===== src/rtl/global_mem_arbiter_pkg.sv =====
// Shared definitions for the global memory arbiter: bus widths, core count
// default, FSM state encoding and an index-width helper.
package global_mem_arbiter_pkg;

    localparam int GMEM_ADDR_WIDTH = 32;
    localparam int GMEM_DATA_WIDTH = 32;
    localparam int GMEM_NUM_CORES  = 4;

    // Arbiter FSM: wait for work, drive the one-cycle request, wait for ack.
    typedef enum logic [1:0] {
        ST_IDLE  = 2'd0,
        ST_ISSUE = 2'd1,
        ST_WAIT  = 2'd2
    } gmem_state_e;

    // Width of an index into n entries; never collapses to zero bits.
    function automatic int idx_width(input int n);
        return (n > 1) ? $clog2(n) : 1;
    endfunction

endpackage


===== src/rtl/global_mem_arbiter_rr_picker.sv =====
// rr_picker: combinational round-robin selector. Returns the lowest pending
// index at or after i_rr_ptr, wrapping from num_cores-1 back to 0.
module rr_picker
    import global_mem_arbiter_pkg::*;
#(
    parameter int num_cores = GMEM_NUM_CORES
) (
    input  logic [num_cores-1:0]                 i_pending,
    input  logic [idx_width(num_cores)-1:0]      i_rr_ptr,
    output logic [idx_width(num_cores)-1:0]      o_grant,
    output logic                                 o_any_valid
);

    localparam int PW = idx_width(num_cores);

    logic [PW:0]   w_sum;
    logic [PW-1:0] w_idx;

    // Scan from the pointer upward, first pending entry wins.
    always_comb begin
        // NOTE: every output of this block gets a default before the loop so no path leaves it unassigned, which would otherwise infer a latch.
        o_grant     = '0;
        o_any_valid = 1'b0;
        w_sum       = '0;
        w_idx       = '0;
        for (int k = 0; k < num_cores; k++) begin
            // NOTE: blocking assignments here are intentional -- w_sum/w_idx are scratch values reused within the same pass of the loop.
            w_sum = {1'b0, i_rr_ptr} + (PW+1)'(k);
            if (w_sum >= (PW+1)'(num_cores)) begin
                w_sum = w_sum - (PW+1)'(num_cores);
            end
            w_idx = w_sum[PW-1:0];
            if (!o_any_valid && i_pending[w_idx]) begin
                o_any_valid = 1'b1;
                o_grant     = w_idx;
            end
        end
    end

endmodule


===== src/rtl/global_mem_arbiter.sv =====
// global_mem_arbiter: shares one memory port among num_cores requesters.
// Each core owns a single request slot; a round-robin FSM issues one slot
// at a time and returns read data / ack to the owning core.
module global_mem_arbiter
    import global_mem_arbiter_pkg::*;
#(
    parameter int num_cores  = GMEM_NUM_CORES,
    parameter int addr_width = GMEM_ADDR_WIDTH,
    parameter int data_width = GMEM_DATA_WIDTH
) (
    input  logic                             clk,
    input  logic                             rst,
    // core side
    input  logic [num_cores*addr_width-1:0]  core_addr,
    input  logic [num_cores-1:0]             core_rd_req,
    input  logic [num_cores-1:0]             core_wr_req,
    input  logic [num_cores*data_width-1:0]  core_wr_data,
    output logic [num_cores*data_width-1:0]  core_rd_data,
    output logic [num_cores-1:0]             core_busy,
    output logic [num_cores-1:0]             core_ack,
    output logic [num_cores-1:0]             err_dup,
    // memory side
    output logic [addr_width-1:0]            mem_addr,
    output logic                             mem_rd_req,
    output logic                             mem_wr_req,
    output logic [data_width-1:0]            mem_wr_data,
    input  logic [data_width-1:0]            mem_rd_data,
    input  logic                             mem_busy,
    input  logic                             mem_ack
);

    localparam int PW = idx_width(num_cores);

    // request slots
    logic [num_cores-1:0]  r_pend;
    logic [num_cores-1:0]  r_slot_wr;
    logic [addr_width-1:0] r_slot_addr [num_cores];
    logic [data_width-1:0] r_slot_data [num_cores];
    logic [num_cores-1:0]  r_err_dup;

    // arbiter state
    gmem_state_e           r_state;
    logic [PW-1:0]         r_rr_ptr;
    logic [PW-1:0]         r_owner;
    logic                  r_mem_rd_req;
    logic                  r_mem_wr_req;
    logic [addr_width-1:0] r_mem_addr;
    logic [data_width-1:0] r_mem_wr_data;
    logic [num_cores-1:0]  r_core_ack;
    logic [data_width-1:0] r_rd_data [num_cores];

    logic [num_cores-1:0]  w_req;
    logic [num_cores-1:0]  w_accept;
    logic [num_cores-1:0]  w_dup;
    logic [num_cores-1:0]  w_ack_clr;
    logic [PW-1:0]         w_grant;
    logic                  w_any_valid;
    logic                  w_start;
    logic [PW-1:0]         w_next_ptr;

    assign w_req    = core_rd_req | core_wr_req;
    // A request only lands in an empty slot; anything else is a protocol error.
    assign w_accept = w_req & ~r_pend;
    assign w_dup    = w_req & (r_pend | (core_rd_req & core_wr_req));
    assign w_start  = (r_state == ST_IDLE) && w_any_valid && !mem_busy;
    assign w_next_ptr = (r_owner == PW'(num_cores - 1)) ? '0 : r_owner + 1'b1;

    rr_picker #(
        .num_cores (num_cores)
    ) u_rr_picker (
        .i_pending   (r_pend),
        .i_rr_ptr    (r_rr_ptr),
        .o_grant     (w_grant),
        .o_any_valid (w_any_valid)
    );

    // Decode which slot completes at this edge (owner, WAIT state, mem_ack).
    always_comb begin
        w_ack_clr = '0;
        if (r_state == ST_WAIT && mem_ack) begin
            w_ack_clr[r_owner] = 1'b1;
        end
    end

    // Slot occupancy, direction and sticky duplicate-request flags.
    always_ff @(posedge clk or negedge rst) begin
        if (!rst) begin
            r_pend    <= '0;
            r_slot_wr <= '0;
            r_err_dup <= '0;
        end else begin
            for (int i = 0; i < num_cores; i++) begin
                if (w_ack_clr[i]) begin
                    r_pend[i] <= 1'b0;
                end else if (w_accept[i]) begin
                    r_pend[i]    <= 1'b1;
                    r_slot_wr[i] <= core_wr_req[i];
                end
                if (w_dup[i]) begin
                    r_err_dup[i] <= 1'b1;
                end
            end
        end
    end

    // Slot payload capture when a request is accepted.
    // NOTE: the payload array has no reset; it is only ever read while r_pend marks it valid, so clearing it would buy nothing.
    always_ff @(posedge clk) begin
        for (int i = 0; i < num_cores; i++) begin
            if (w_accept[i]) begin
                r_slot_addr[i] <= core_addr[i*addr_width +: addr_width];
                r_slot_data[i] <= core_wr_data[i*data_width +: data_width];
            end
        end
    end

    // Arbiter FSM with registered memory-side and completion outputs.
    always_ff @(posedge clk or negedge rst) begin
        if (!rst) begin
            r_state       <= ST_IDLE;
            r_rr_ptr      <= '0;
            r_owner       <= '0;
            r_mem_rd_req  <= 1'b0;
            r_mem_wr_req  <= 1'b0;
            r_mem_addr    <= '0;
            r_mem_wr_data <= '0;
            r_core_ack    <= '0;
            for (int i = 0; i < num_cores; i++) begin
                r_rd_data[i] <= '0;
            end
        end else begin
            r_core_ack <= '0;
            case (r_state)
                ST_IDLE: begin
                    if (w_start) begin
                        r_state       <= ST_ISSUE;
                        r_owner       <= w_grant;
                        r_mem_addr    <= r_slot_addr[w_grant];
                        r_mem_wr_data <= r_slot_data[w_grant];
                        r_mem_wr_req  <= r_slot_wr[w_grant];
                        r_mem_rd_req  <= !r_slot_wr[w_grant];
                    end
                end
                ST_ISSUE: begin
                    r_state      <= ST_WAIT;
                    r_mem_rd_req <= 1'b0;
                    r_mem_wr_req <= 1'b0;
                end
                ST_WAIT: begin
                    if (mem_ack) begin
                        r_state             <= ST_IDLE;
                        r_core_ack[r_owner] <= 1'b1;
                        r_rr_ptr            <= w_next_ptr;
                        if (!r_slot_wr[r_owner]) begin
                            r_rd_data[r_owner] <= mem_rd_data;
                        end
                    end
                end
                default: begin
                    r_state <= ST_IDLE;
                end
            endcase
        end
    end

    assign core_busy   = r_pend;
    assign core_ack    = r_core_ack;
    assign err_dup     = r_err_dup;
    assign mem_addr    = r_mem_addr;
    assign mem_rd_req  = r_mem_rd_req;
    assign mem_wr_req  = r_mem_wr_req;
    assign mem_wr_data = r_mem_wr_data;

    for (genvar g = 0; g < num_cores; g++) begin : g_rd_out
        assign core_rd_data[g*data_width +: data_width] = r_rd_data[g];
    end

endmodule


===== config.mk =====
export PLATFORM = sky130hd
export DESIGN_NAME = global_mem_arbiter
export DESIGN_NICKNAME = d
export VERILOG_FILES = /design/src/rtl/global_mem_arbiter_pkg.sv /design/src/rtl/global_mem_arbiter_rr_picker.sv /design/src/rtl/global_mem_arbiter.sv
export SDC_FILE = /design/constraint.sdc
export NUM_CORES = 1
export LEC_CHECK = 0
export BUFFER_PORTS_ARGS = -buffer_cell sky130_fd_sc_hd__buf_2
export CAP_MARGIN = 20
export CORE_ASPECT_RATIO = 2
export CORE_MARGIN = 8
export CORE_UTILIZATION = 35
export CTS_CLUSTER_DIAMETER = 100
export DETAILED_ROUTE_END_ITERATION = 7
export PLACE_DENSITY = 0.69
export SYNTH_ARGS = -nofsm -noshare
export SYNTH_HDL_FRONTEND = slang
export SYNTH_SLANG_ARGS = --single-unit

===== constraint.sdc =====
create_clock -name clk -period 10.2 [get_ports clk]
set_input_delay 2.04 -clock clk [delete_from_list [all_inputs] [get_ports clk]]
set_output_delay 2.04 -clock clk [all_outputs]
set_load 0.1 [all_outputs]

# Word level (Yosys, flattened, before mapping)
# Memories as Yosys holds them, arrays and structs flattened. A register that Yosys moved wholly into a read port is not among the register bits.
# Index checks and enable logic that the tools add are counted.
# Widths: inputs -> output; s select.
dict set report totals {
  register_bits 152
  ram_bits 256
  input_bits 300
  out_inout_bits 206
  memories 2
}
# memory words width rd rd_clocked_by_memory_dff write_ports line
set memory_table {}
lappend memory_table {r_slot_addr 4 32 1 1 4 global_mem_arbiter.sv:37} ;# logic [addr_width-1:0] r_slot_addr [num_cores];
lappend memory_table {r_slot_data 4 32 1 1 4 global_mem_arbiter.sv:38} ;# logic [data_width-1:0] r_slot_data [num_cores];
dict set report classes {
  add_sub_neg 8
  n_lt_le_gt_ge 13
  eq_ne 5
  muxes 56
  bitwise 12
  reduce_logical 30
}
# operator n
set op_table {}
lappend op_table {{$bwmux 128} 1}
lappend op_table {{$demux 32 s2} 1}
lappend op_table {{$mux 32} 1}
lappend op_table {{$mux 1} 29}
lappend op_table {{$mux 2} 11}
lappend op_table {{$lt 2x3->1 const B} 6}
lappend op_table {{$reduce_and 2->1} 8}
lappend op_table {{$and 4x4->4} 3}
lappend op_table {{$bmux 1 s2} 6}
lappend op_table {{$ge 3x3->1 const B} 4}
lappend op_table {{$mux 4} 3}
lappend op_table {{$reduce_bool 2->1} 5}
lappend op_table {{$logic_and 1x1->1} 8}
lappend op_table {{$or 4x4->4} 2}
lappend op_table {{$sub 2x1->2 const B} 4}
lappend op_table {{$logic_not 1->1} 7}
lappend op_table {{$add 2x2->3 const B} 2}
lappend op_table {{$pmux 2 s3} 1}
lappend op_table {{$not 1->1} 5}
lappend op_table {{$eq 2x2->1 const B} 2}
lappend op_table {{$ne 2x2->1 const B} 2}
lappend op_table {{$not 4->4} 1}
lappend op_table {{$pmux 1 s2} 2}
lappend op_table {{$add 2x1->3 const B} 1}
lappend op_table {{other kinds (9)} 9}

# Depth between registers and ports, before layout
# Gate-level depths: netlist of run 1.
dict set report logic_depth {
  depth_word 19
  ltp_mapped 9
  depth_no_buf 5
}

# Cells and area by module
# Synthesis of run 1 repeated with hierarchy kept, for this count alone.
dict set report hier_totals {
  cells_unflattened 850
  area_unflattened_um2 17568.1
}
# mod n_inst cells_each area_each_um2 seq_area_each_um2
set by_module_without_submodules {}
lappend by_module_without_submodules {global_mem_arbiter 1 835 17490.5 13092.6}
lappend by_module_without_submodules {rr_picker 1 15 77.6 0.0}

# Worst setup path after synthesis of run 1
# No wires, ideal clock.
dict set report synth_timing {
  path_kind {input to register}
  from {in core_wr_req[1]}
  to {reg r_slot_wr[1]}
  setup_ns 0.125
  t_arrival_ns 5.355
  required_ns 10.075
  path_slack_ns 4.721
  cell_stages 4
  n_path_buf 0
  cell_sequence {nor2_1 nor2_1 nand2_1 mux2_2}
}
dict set report synth_between {
  elab_chain_cells 3
}
# element line
set synth_lines {}
lappend synth_lines {{start, declared} global_mem_arbiter.sv:16} ;# input logic [num_cores-1:0] core_wr_req,
lappend synth_lines {{$or 4x4->4} global_mem_arbiter.sv:61} ;# assign w_req = core_rd_req | core_wr_req;
lappend synth_lines {{$and 4x4->4} global_mem_arbiter.sv:63} ;# assign w_accept = w_req & ~r_pend;
lappend synth_lines {{named net w_accept[1]} global_mem_arbiter.sv:53} ;# logic [num_cores-1:0] w_accept;
lappend synth_lines {{$reduce_and 2->1 (no source line)} --}
lappend synth_lines {{end signal, assigned by index} global_mem_arbiter.sv:97} ;# r_slot_wr[i] <= core_wr_req[i];
lappend synth_lines {{end, declared} global_mem_arbiter.sv:36} ;# logic [num_cores-1:0] r_slot_wr;
# The timed path passes the listed nets, and every way through them passes these cells.
# A chain may end at the register's enable or synchronous reset.

# Worst setup path in the final report of run 1
dict set report layout_timing {
  from {in mem_busy}
  to {reg r_mem_addr[26] (netlist: mem_addr[26]) (read register of r_slot_addr)}
}
dict set report layout_between {
  elab_chain_cells 3
}
# element line
set layout_lines {}
lappend layout_lines {{start, declared} global_mem_arbiter.sv:28} ;# input logic mem_busy,
lappend layout_lines {{$logic_not 1->1} global_mem_arbiter.sv:65} ;# assign w_start = (r_state == ST_IDLE) && w_any_valid && !mem_busy;
lappend layout_lines {{$logic_and 1x1->1} global_mem_arbiter.sv:65}
lappend layout_lines {{$reduce_and 2->1 (no source line)} --}
lappend layout_lines {{end, declared} global_mem_arbiter.sv:47} ;# logic [addr_width-1:0] r_mem_addr;
# No other way between the ends.

==> impl_metrics.ini, run 1 <==
[run_status]
outcome = complete, no violations

[timing]
fmax_mhz = 251
post-route-min-period_ps = 3990
relSlewSlack_pct = 25.7
rsz0062_at_grt = false
final.setup.tns_ps = 0
finalMaxSlewViolations = 0
finalSetupViolCount = 0
fin_skew_ps = 32.3
fin_crit_sh_pct = 39.1
hold_viol_final = 0
worstMarginPinSlew_ps = 1110

[clock_tree]
clkSlewWorstSetupHoldPaths_ps = 70
post_cts_resize_count = 0
cts_buffers = 42
cts_sinks = 472
clk_latency_ps = 580
cts_setup_buffers = 0
cts_hold_buffers = 0
clk_path_buf_depth = 3
htreeDepth = 2
cts_tree = done
root_buffer = clkbuf_16

[cells_and_area]
final_nets = 1809
layout_common_cells = buf_2, edfxtp_1, dfrtp_1, mux2_2, mux2i_1
final_common_cell = buf_2
drive_gt1_share_pct = 47.4
n_fill_cell = 4359
area_delta_synth_final_pct = 26.7

[setup_path]
crit_start = mem_busy
crit_family = simple AND/OR/NAND/NOR gates
rrSetupSlack_ps = 6920
worst_path_max_delay_cell = or4_4
cp.buffers_inverters = 1
critPathKind = input pin to flop
rr_startpoint = core_busy[2]
r2r-end = mem_addr[8]
crit_fanout = 66
required_ps = 10670
rr_worst_depth = 6
critPathArrivalTime_ps = 4460
worstSetupStartpointType = input pin
end_kind = flop
cp_cell_sequence = buf_2 -> or4_2 -> or4_4 -> o221ai_1
cp_slowest_stage_delay_ps = 1000

[floorplan]
pin_count = 506
core.rowCount = 115
die-area_mm2 = 0.0575
die-height_um = 331
coreArea_mm2 = 0.0491
initial_core_util_pct = 35.4
fp.dieW_um = 174

[global_route]
antenna_found_initial = 11
gr-total-overflow = 0
grtUsageTotal_pct = 17.4
grt_max_degree = 86
grt_pass1_wl_um = 75700
grt_pass1_vias = 12200

[hold_path]
hold_path_depth = 1
worst_hold_path.endpoint = err_dup[3]
worstHoldPathType = flop to flop
hp-start = err_dup[3]

[logic_synthesis]
synth_cells = 992
ys.flop_type = edfxtp_1
async_flop_share_pct = 45.8
yosys_warnings = 0
netlist_area_mm2 = 0.0174
syn_nets = 1296
yosysSeqAreaShare_pct = 75.4
postSynthAreaPerCell_um2 = 17.5
synth-seq-cells = 472
synth_edf_count = 256
yosysUniqueCellTypes = 29

[detailed_routing]
num_vias = 10700
wire_per_inst_um = 23.2
drc = 0
drt_first_iter_violations = 548
wl_um = 50800
viasPerCell = 4.89
first_pass_iters = 4
ant_nets = 0

[placed_design]
place.port_buffers = 505
hpwl_um = 36700
place.gp.congestion = 0.807

[run]
cap_violations = 0
[synthesized netlist by cell type, types with 2 or more instances]
cell	n	area (um2)
mux2_2	136	1530
ha_1	4	50.1
mux2i_1	130	1300
dfrtp_1	216	5410
nand2_1	73	274
buf_1	15	56.3
o221ai_1	66	578
o21ai_0	2	10.0
o21bai_1	4	30.0
inv_1	11	41.3
a21oi_1	10	50.1
clkbuf_1	27	101
buf_6	3	33.8
nand2b_1	4	25.0
buf_2	5	25.0
edfxtp_1	256	7690
nand3_1	2	10.0
nor2_1	17	63.8
[cell type report]
| cell class | instances | area, um2 | area share, % |
|---|---|---|---|
| Sequential cell | 472 | 13100 | 59.5 |
| Multi-Input combinational cell | 459 | 4110 | 18.7 |
| Timing Repair Buffer | 519 | 2640 | 12.0 |
| Clock buffer | 57 | 1150 | 5.21 |
| Tap cell | 643 | 805 | 3.66 |
| Clock inverter | 19 | 153 | 0.694 |
| Inverter | 11 | 41.3 | 0.188 |
| Antenna cell | 9 | 22.5 | 0.102 |
[flip-flops by register name, indices dropped and copies added, names as in the netlist]
name	count
core_rd_data	128
r_slot_addr	128
r_slot_data	128
mem_addr	32
mem_wr_data	32
core_ack	4
core_busy	4
err_dup	4
r_slot_wr	4
r_owner	2
r_rr_ptr	2
r_state	2
mem_rd_req	1
mem_wr_req	1
[how the worst max path moves through the flow]
stage | end | slack (ps) | cells after the start
6_report | mem_addr[26] | 6210 | 4
3_3_place_gp | mem_addr[0] | 5690 | 4
3_5_place_dp | mem_wr_data[3] | 5600 | 4
2_1_floorplan | r_slot_wr[1] | 4720 | 4
4_1_cts | mem_wr_data[3] | 6200 | 4
5_1_grt | mem_addr[30] | 6110 | 4
[through the flow]
step	instances	util (%)	hold slack [ps]	area, um2	setup slack [ps]
after floorplan	992	-	504	17400	4720
after global placement	2104	42.2	466	20700	5690
after detailed placement	2104	42.2	463	20700	5600
after CTS	2180	44.8	485	22000	6200
after global routing	2184	44.8	496	22000	6110
final	2189	44.9	482	22000	6210
[cells by family (layout without fill, tap and decap cells)]
kind of cell | Yosys count | after routing | synth area share (%)
flops | 472 | 472 | 75.4
mux | 267 | 267 | 16.4
simple gates | 101 | 101 | 2.36
compound gates | 87 | 87 | 4.07
buf+inv | 61 | 606 | 1.48
fa+ha+maj | 4 | 4 | 0.288
other cells | 0 | 9 | 0
[worst register-to-register path, stage by stage (launching register included)]
cell	delay [ps]
dfrtp_1	570
inv_1	130
o22ai_1	250
a211o_4	780
buf_4	810
mux2i_1	440
o221ai_1	150
[routing by layer]
metal | wire length [um] | track usage, %
met1 | 18200 | 18.3
met2 | 26600 | 31.3
met3 | 3830 | 4.95
met4 | 2160 | 8.88
met5 | 13 | 0
Power of run 1 is not shown: default switching activity piles up to over one toggle a cycle in this logic, so the estimate is an artifact.
==> run 2, diff against run 1 <==
--- a/config.mk
+++ b/config.mk
@@ -5,6 +5,7 @@
 export SDC_FILE = /design/constraint.sdc
 export NUM_CORES = 1
 export LEC_CHECK = 0
+export ABC_AREA = 1
 export BUFFER_PORTS_ARGS = -buffer_cell sky130_fd_sc_hd__buf_2
 export CAP_MARGIN = 20
 export CORE_ASPECT_RATIO = 2
@@ -12,7 +13,7 @@
 export CORE_UTILIZATION = 35
 export CTS_CLUSTER_DIAMETER = 100
 export DETAILED_ROUTE_END_ITERATION = 7
-export PLACE_DENSITY = 0.69
+export PLACE_DENSITY = 0.7
 export SYNTH_ARGS = -nofsm -noshare
 export SYNTH_HDL_FRONTEND = slang
 export SYNTH_SLANG_ARGS = --single-unit
==> constraint.sdc (replaced) <==
create_clock -name clk -period 3.5 [get_ports clk]
set_input_delay 0.7 -clock clk [delete_from_list [all_inputs] [get_ports clk]]
set_output_delay 0.7 -clock clk [all_outputs]
set_load 0.1 [all_outputs]
==> impl_metrics.ini, run 2 <==
[run_status]
outcome = complete, no violations

[clock_tree]
htreeDepth = 2
cts_buffers = 42
cts_setup_buffers = 0
cts_tree = done
clk_latency_ps = 560
clk_path_buf_depth = 3
root_buffer = clkbuf_16
post_cts_resize_count = 0
cts_hold_buffers = 0
clkSlewWorstSetupHoldPaths_ps = 70
cts_sinks = 472

[logic_synthesis]
ys.flop_type = edfxtp_1
yosysUniqueCellTypes = 24
synth.most_common_cell = nand2_1
ys_top_cells_by_count = nand2_1, edfxtp_1, inv_1
synth_mux_area_share_pct = 0
yosysSeqAreaShare_pct = 70.4
synth_edf_count = 256
synth_simple_gate_area_share_pct = 15.8
netlist_top_cells_area = edfxtp_1, dfrtp_1, nand2_1
synth_top_area_share_pct = 41.4
synth_top_area_cell = edfxtp_1
synthAdderAreaFrac_pct = 0.269
synth-seq-cells = 472
yosys_warnings = 0
synth_compound_area_share_pct = 6.46
synth_top_family_by_area = simple AND/OR/NAND/NOR gates
syn_nets = 2035
netlist_area_mm2 = 0.0186
postSynthAreaPerCell_um2 = 10.7
async_flop_share_pct = 45.8
synth_cells = 1731
synth_xor_area_share_pct = 0

[timing]
final.setup.tns_ps = 0
worstMarginPinSlew_ps = 820
fin_crit_sh_pct = 77.3
fmax_mhz = 370
timing.hold.ws_ps = 121
hold_viol_final = 0
post-route-min-period_ps = 2700
worst_slack_ps = 796
fin_skew_ps = 20.4
finalSetupViolCount = 0
finalMaxSlewViolations = 0
relSlewSlack_pct = 45.3
rsz0062_at_grt = false

[detailed_routing]
drt_first_iter_violations = 1189
viasPerCell = 4.84
num_vias = 14200
ant_nets = 0
wire_per_inst_um = 20.0
first_pass_iters = 5
drc = 0
wl_um = 58700

[placed_design]
place.gp.congestion = 0.895
hpwl_um = 43600
place_area_mm2 = 0.0219
place_ws_ps = 840
place.port_buffers = 505
dp_cells = 2851

[cells_and_area]
finalInstanceArea_mm2 = 0.0234
final_common_cell = nand2_1
layout_common_cells = nand2_1, buf_2, edfxtp_1, inv_1, dfrtp_1
stdcell_count = 2933
area_delta_synth_final_pct = 25.7
final_nets = 2534
n_fill_cell = 4859
drive_gt1_share_pct = 27.9
utilization_pct = 44.4

[global_route]
gr-total-overflow = 0
grt_max_degree = 84
grt_pass1_wl_um = 86300
grtUsageTotal_pct = 18.5
grt_pass1_vias = 14700
antenna_found_initial = 11

[setup_path]
worstSetupStartpointType = flop
critPathArrivalTime_ps = 3130
crit_family = simple AND/OR/NAND/NOR gates
crit_fanout = 63
cp_cell_sequence = inv_4 -> nand2_1 -> nand3_1 -> nand2_1 -> inv_1 -> nand2_1 -> nand2_2 -> nand3_4 -> buf_12 -> buf_4 -> nand2_1 -> o21ai_1 -> nand2_1 -> nand3_1
rrSetupSlack_ps = 800
cp_slowest_stage_delay_ps = 520
cp.buffers_inverters = 4
critPathKind = flop to flop
worst_path_max_delay_cell = dfrtp_1
end_kind = flop
required_ps = 3930
path_common_cell = nand2_1

[floorplan]
pin_count = 506
die-height_um = 342
initial_core_util_pct = 35.4
core.rowCount = 119
fp.dieW_um = 179
die-area_mm2 = 0.0612
coreArea_mm2 = 0.0526

[power_and_ir_drop]
power_leakage_nw = 11.3
power.density_mw_per_mm2 = 1090
ir_drop_v = 0.00129
finalPower_mw = 25.5

[hold_path]
worstHoldPathType = input pin to async pin

[run]
cap_violations = 0
[run 2: cell count changes after synthesis, sizes merged, moves of 6 or more]
cell    change
mux2      -136
nand2     +454
nand3      +98
o221ai     -66
mux2i     -130
nand4      +47
a21oi       +7
nor2        +6
o21ai     +221
inv       +223
buf        +31
[run 2: kinds of logic (layout without fill, tap and decap cells)]
group | Yosys count | after routing
compound gates | 240 | 240
simple gates | 697 | 697
fa+ha+maj | 4 | 4
buf+inv | 318 | 849
flops | 472 | 472
other cells | 0 | 6
[run 2: final timing paths]
check	from	end	cells after the start
setup / recovery	r_rr_ptr[0]	mem_wr_data[5]	14
hold / removal	rst	core_rd_data[100]	1
setup reg to reg	r_rr_ptr[0]	mem_wr_data[5]	14
hold reg to reg	mem_wr_data[6]	mem_wr_data[6]	2
max in group asynchronous	rst	core_rd_data[54]	2
min in group clk	core_wr_data[4]	r_slot_data[0][4]	1
[run 2: metal layers]
metal / vias to the layer above / share of wire, % / global-route usage, %
met4: 8 / 3.9 / 7.90
li1: 6663 / - / -
met5: - / 0.087 / 0
met2: 665 / 50 / 32.5
met1: 6730 / 37 / 21.0
met3: 126 / 9.1 / 4.50
[run 2: where the power goes]
group | internal (mW) | total, mW | switching, mW
clock | 2.64 | 4.75 | 2.11
sequential | 7.08 | 7.75 | 0.670
combinational | 2.31 | 13.0 | 10.7
total | 12.0 | 25.5 | 13.5
[run 2: area by class of cell]
type	instances	area [um2]	share of cell area [%]
antenna	6	15.0	0.0643
clock buffer	53	1170	5.03
clock inverter	23	239	1.02
inverter	234	881	3.77
multi-input combinational	941	4230	18.1
sequential	472	13100	56.1
tap	665	832	3.56
timing repair buffer	539	2890	12.4
No activity file was read; power rests on OpenSTA's default activity.
